### src/rtl/multicycle_ctrl.sv
// multicycle_ctrl: multi-cycle RV64I control sequencer (IDLE/DECODE/EXEC/MEM/WB/TRAP).
// Optional MEM watchdog is enabled by defining MEMCTRL_TIMEOUT_EN.
module multicycle_ctrl #(
    parameter int unsigned CNT_W       = 32,
    parameter int unsigned MEM_TIMEOUT = 15
) (
    input  logic             clk,
    input  logic             reset,
    input  logic             instr_valid,
    input  logic [31:0]      instruction,
    output logic             instr_ready,
    input  logic             mem_ready,
    input  logic             trap_clear,
    output logic [31:0]      ir_out,
    output logic             reg_write,
    output logic             mem_read,
    output logic             mem_write,
    output logic             alu_src_b,
    output logic [1:0]       alu_op,
    output logic             branch_en,
    output logic             pc_write,
    output logic             illegal,
    output logic [2:0]       state,
    output logic [CNT_W-1:0] retired
);

    typedef enum logic [2:0] {
        StIdle   = 3'd0,
        StDecode = 3'd2,
        StExec   = 3'd3,
        StMem    = 3'd4,
        StWb     = 3'd5,
        StTrap   = 3'd6
    } state_e;

    state_e           state_q, state_d;
    logic [31:0]      ir_q, ir_d;
    logic [CNT_W-1:0] retired_q;
    logic             retire;

    logic [6:0] opcode;
    logic       is_r, is_i, is_load, is_store, is_branch, is_legal;
    logic       rd_nonzero;
    logic       tmo_hit;

    assign opcode     = ir_q[6:0];
    assign is_r       = (opcode == 7'b0110011);
    assign is_i       = (opcode == 7'b0010011);
    assign is_load    = (opcode == 7'b0000011);
    assign is_store   = (opcode == 7'b0100011);
    assign is_branch  = (opcode == 7'b1100011);
    assign is_legal   = is_r | is_i | is_load | is_store | is_branch;
    assign rd_nonzero = (ir_q[11:7] != 5'd0);

`ifdef MEMCTRL_TIMEOUT_EN
    localparam int unsigned TmoW = $clog2(MEM_TIMEOUT + 1);

    logic [TmoW-1:0] tmo_q, tmo_d;

    // Held at zero outside MEM, so it always starts from zero on MEM entry.
    always_comb begin
        tmo_d   = tmo_q;
        tmo_hit = 1'b0;
        if (state_q != StMem) begin
            tmo_d = '0;
        end else if (!mem_ready) begin
            tmo_d   = tmo_q + 1'b1;
            tmo_hit = (tmo_d == TmoW'(MEM_TIMEOUT));
        end
    end

    always_ff @(posedge clk or negedge reset) begin
        if (!reset) begin
            tmo_q <= '0;
        end else begin
            tmo_q <= tmo_d;
        end
    end
`else
    assign tmo_hit = 1'b0;
`endif

    always_comb begin
        state_d     = state_q;
        ir_d        = ir_q;
        retire      = 1'b0;
        instr_ready = 1'b0;
        reg_write   = 1'b0;
        mem_read    = 1'b0;
        mem_write   = 1'b0;
        alu_src_b   = 1'b0;
        alu_op      = 2'b00;
        branch_en   = 1'b0;
        pc_write    = 1'b0;
        illegal     = 1'b0;
        case (state_q)
            StIdle: begin
                // Gated by reset so ready stays low while reset is held.
                instr_ready = reset;
                if (instr_valid) begin
                    ir_d    = instruction;
                    state_d = StDecode;
                end
            end
            StDecode: begin
                state_d = is_legal ? StExec : StTrap;
            end
            StExec: begin
                if (is_r || is_i) begin
                    alu_op    = 2'b10;
                    alu_src_b = is_i;
                    state_d   = StWb;
                end else if (is_load || is_store) begin
                    alu_op    = 2'b00;
                    alu_src_b = 1'b1;
                    state_d   = StMem;
                end else if (is_branch) begin
                    alu_op    = 2'b01;
                    branch_en = 1'b1;
                    pc_write  = 1'b1;
                    retire    = 1'b1;
                    state_d   = StIdle;
                end else begin
                    state_d = StIdle;
                end
            end
            StMem: begin
                mem_read  = is_load;
                mem_write = is_store;
                if (mem_ready) begin
                    if (is_load) begin
                        state_d = StWb;
                    end else begin
                        pc_write = 1'b1;
                        retire   = 1'b1;
                        state_d  = StIdle;
                    end
                end else if (tmo_hit) begin
                    state_d = StTrap;
                end
            end
            StWb: begin
                reg_write = rd_nonzero;
                pc_write  = 1'b1;
                retire    = 1'b1;
                state_d   = StIdle;
            end
            StTrap: begin
                illegal = 1'b1;
                if (trap_clear) begin
                    state_d = StIdle;
                end
            end
            default: begin
                state_d = StIdle;
            end
        endcase
    end

    always_ff @(posedge clk or negedge reset) begin
        if (!reset) begin
            state_q   <= StIdle;
            ir_q      <= '0;
            retired_q <= '0;
        end else begin
            state_q <= state_d;
            ir_q    <= ir_d;
            if (retire) begin
                retired_q <= retired_q + 1'b1;
            end
        end
    end

    assign ir_out  = ir_q;
    assign state   = state_q;
    assign retired = retired_q;

endmodule

### config.mk
export PLATFORM = sky130hd
export DESIGN_NAME = multicycle_ctrl
export DESIGN_NICKNAME = d
export VERILOG_FILES = /design/src/rtl/multicycle_ctrl.sv
export SDC_FILE = /design/constraint.sdc
export NUM_CORES = 1
export LEC_CHECK = 0
export ABC_AREA = 1
export BUFFER_PORTS_ARGS = -buffer_cell sky130_fd_sc_hd__buf_2
export CAP_MARGIN = 20
export CORE_ASPECT_RATIO = 1.2
export CORE_MARGIN = 3
export CORE_UTILIZATION = 50
export DETAILED_ROUTE_END_ITERATION = 8
export GPL_ROUTABILITY_DRIVEN = 0
export GPL_TIMING_DRIVEN = 0
export PLACE_DENSITY = 0.78
export SYNTH_ARGS = -nofsm -noshare
export SYNTH_HDL_FRONTEND = slang
export SYNTH_SLANG_ARGS = --single-unit
### constraint.sdc
create_clock -name clk -period 4.1 [get_ports clk]
set_input_delay 0.41 -clock clk [delete_from_list [all_inputs] [get_ports clk]]
set_output_delay 0.41 -clock clk [all_outputs]
set_load 0.02 [all_outputs]
==> run_results.csv <==
group,metric,value,unit
status,status,"finished clean",
power,ir_worst_vdd,0.000467,V
synth,yosysSeqAreaShare,0.462,
sta,rsz0062_at_grt,"no",
drt,ant_nets,0,
sta,slew_headroom,0.431,
job,maxCapViolations,0,
synth,ys_types,31,
sta,hold_viol,0,
final_layout,final_util,0.645,
drt,drc_errors,0,
final_layout,post_route_cells_drive_above_1_share,0.335,
synth,syn_area,3630,um^2
clock_network,hold_buffers,0,
sta,tns,0,ns
clock_network,h-tree-depth,3,
worst_setup_path,cp_max_fo,10,
synth,synth_seq_cells,67,
drt,wl,8900,um
die,initial_utilization,0.523,
worst_setup_path,critPathKind,"reg -> out",
clock_network,cts.repair.resized,0,
grt,grt_pass1_wl,14800,um
synth,yosys_warnings,0,
worst_setup_path,r2r_end,"retired[28]",
power,p_leak,0.00229,uW
sta,fin_crit,2.19,ns
sta,final_max_slew_viol_count,0,
synth,synth_top_area_share,0.462,
grt,grt_util_all_layers,0.220,
worst_setup_path,crit_path_start_kind,"flop",
sta,worst_clock_skew,0.00801,ns
die,design.core.area,6940,um^2
synth,postSynthCellCount,430,
sta,finalCritPeriodShare,0.534,
placement,dp_hpwl,6720,um
die,ios,114,
worst_setup_path,crit_path_start,"state[2]",
final_layout,diodes,0,
worst_setup_path,crit_chain,"inv_1, nand3_2, inv_2, nand4_4, nand3_4, buf_4, buf_2",
worst_setup_path,r2r-start,"retired[0]",
clock_network,cts_tree,"built",
synth,avgSynthCellArea,8.43,um^2
worst_setup_path,critPathMaxStageDelay,0.42,ns
synth,syn_nets,468,
placement,dpl-instance-area,4300,um^2
clock_network,cts_made_buffers,9,
worst_setup_path,worstRegToRegCells,8,
grt,grt_pass1_vias,3286,
worst_setup_path,cp-end-kind,"output pin",
clock_network,cts_root_buf,"clkbuf_8",
worst_setup_path,cp-endpoint,"pc_write",
power,pwr_density_cell,566,nW/um^2
sta,fmax,457,MHz
clock_network,clk_pin_slew,0.08,ns
final_layout,syn_to_final_growth,23.3,%
die,num_rows,33,
sta,holdWs,0.140,ns
die,die_h,99.3,um
placement,portBuffers,113,
clock_network,insertion_delay,0.34,ns
synth,synth.largest_area_cell,"dfrtp_1",
clock_network,cts_sinks,67,
drt,detail_route.wl_per_cell,13.8,um
worst_setup_path,worstPathArrival,1.78,ns
worst_setup_path,worst-r2r-setup-slack,2.36,ns
grt,grt_start_max_net_pins,69,
sta,setup_viol,0,
grt,antenna_found_initial,0,
drt,vias,3272,
drt,drt-initial-drc-count,130,
sta,tightest_slew,0.854,ns
worst_hold_path,hold_class,"in -> async",
worst_setup_path,crit_slowest_cell,"dfrtp_1",
clock_network,cts_max_path_buffers,2,
drt,via_per_inst,5.07,
final_layout,stdcell_area,4470,um^2
die,fp.dieW,83.7,um
final_layout,fin_nets,592,
clock_network,cts_setup_buffers,0,
grt,grt_overflow,0,
worst_setup_path,crit_required,3.69,ns
synth,synth_area_leaders,"dfrtp_1 46%, nand2_1 14%, mux2_2 8.1%",
drt,dr.pass1.iters,4,
die,die_area,8310,um^2
==> worst max-delay path: cells and delay by family, from the launching register on <==
family | cells | cell delay, ns
buffers and inverters | 4 | 0.64
DFF | 1 | 0.42
and+or+nand+nor | 3 | 0.37
==> where the power goes <==
part	leakage (uW)	switching, uW	internal, uW
clock	0.0000887	272	217
combinational	0.00135	624	407
sequential	0.000851	154	857
total	0.00229	1050	1480
==> how the worst min path moves through the flow <==
| stage | startpoint | to | slack [ns] | cells after the start |
|---|---|---|---|---|
| after global placement | ir_out[29] | ir_out[29] | 0.47 | 1 |
| after CTS | reset | retired[8] | 0.20 | 1 |
| final | reset | retired[8] | 0.14 | 1 |
| after global routing | reset | retired[8] | 0.23 | 1 |
| after floorplan | reset | ir_out[0] | 0.11 | 0 |
| after detailed placement | ir_out[29] | ir_out[29] | 0.48 | 1 |
==> synthesized netlist by cell type <==
library cell,instances
nand2_1,138
dfrtp_1,67
nor2_1,50
inv_1,38
mux2_2,26
nor3_1,14
nand3_1,13
nand3b_1,10
xor2_1,9
a21oi_1,8
buf_6,8
o21ai_0,7
o21ai_1,7
nand3_2,5
inv_2,4
nor2_4,3
nor3_2,3
buf_4,2
mux2_1,2
nand2_2,2
nand3_4,2
nand4_1,2
xnor2_1,2
a21o_1,1
and2b_1,1
ha_1,1
nand4_4,1
nor2_2,1
nor3b_1,1
o22ai_1,1
or2_2,1
==> kinds of logic after synthesis <==
group,synth area share
AND/OR/NAND/NOR,0.314
flip-flops,0.462
buffers and inverters,0.0725
multiplexers,0.0870
AO/OA/AOI/OAI,0.0342
XOR/XNOR,0.0266
adder cells (fa/ha/maj),0.00345
==> per-stage QoR <==
step / setup slack [ns] / instances / power [uW]
after floorplan: 2.23 / 430 / 1700
after global placement: 1.63 / 630 / 2020
after detailed placement: 2.12 / 630 / 2060
after CTS: 1.88 / 646 / 2550
after global routing: 1.78 / 646 / 2680
final: 1.91 / 646 / 2530
==> area by class of cell <==
cell class | instances | area, um^2
Buffer | 10 | 105
Clock buffer | 9 | 124
Clock inverter | 7 | 45.0
Fill cell | 621 | 2460
Inverter | 42 | 158
Multi-Input combinational cell | 311 | 1690
Sequential cell | 67 | 1680
Tap cell | 87 | 109
Timing Repair Buffer | 113 | 568
==> layout by cell type, fill, tap and decap left out, types with 10 or more instances in the layout <==
cell / n
nand3b_1: 10
nor2_1: 50
buf_2: 112
mux2_2: 26
nand2_1: 138
nor3_1: 14
nand3_1: 13
dfrtp_1: 67
inv_1: 38
==> flip-flops by register name (all words and copies together), names as in the netlist <==
signal,flops
retired,32
state,3
ir_out,32
==> metal layers <==
layer  part of all wire  vias up  global-route usage
met5                  0        -                   0
met2               0.52      121               0.399
met1               0.39     1521               0.249
li1                   -     1617                   -
met4              0.017        0              0.0743
met3              0.074       13              0.0613
Power figures use the tool's default switching activity.
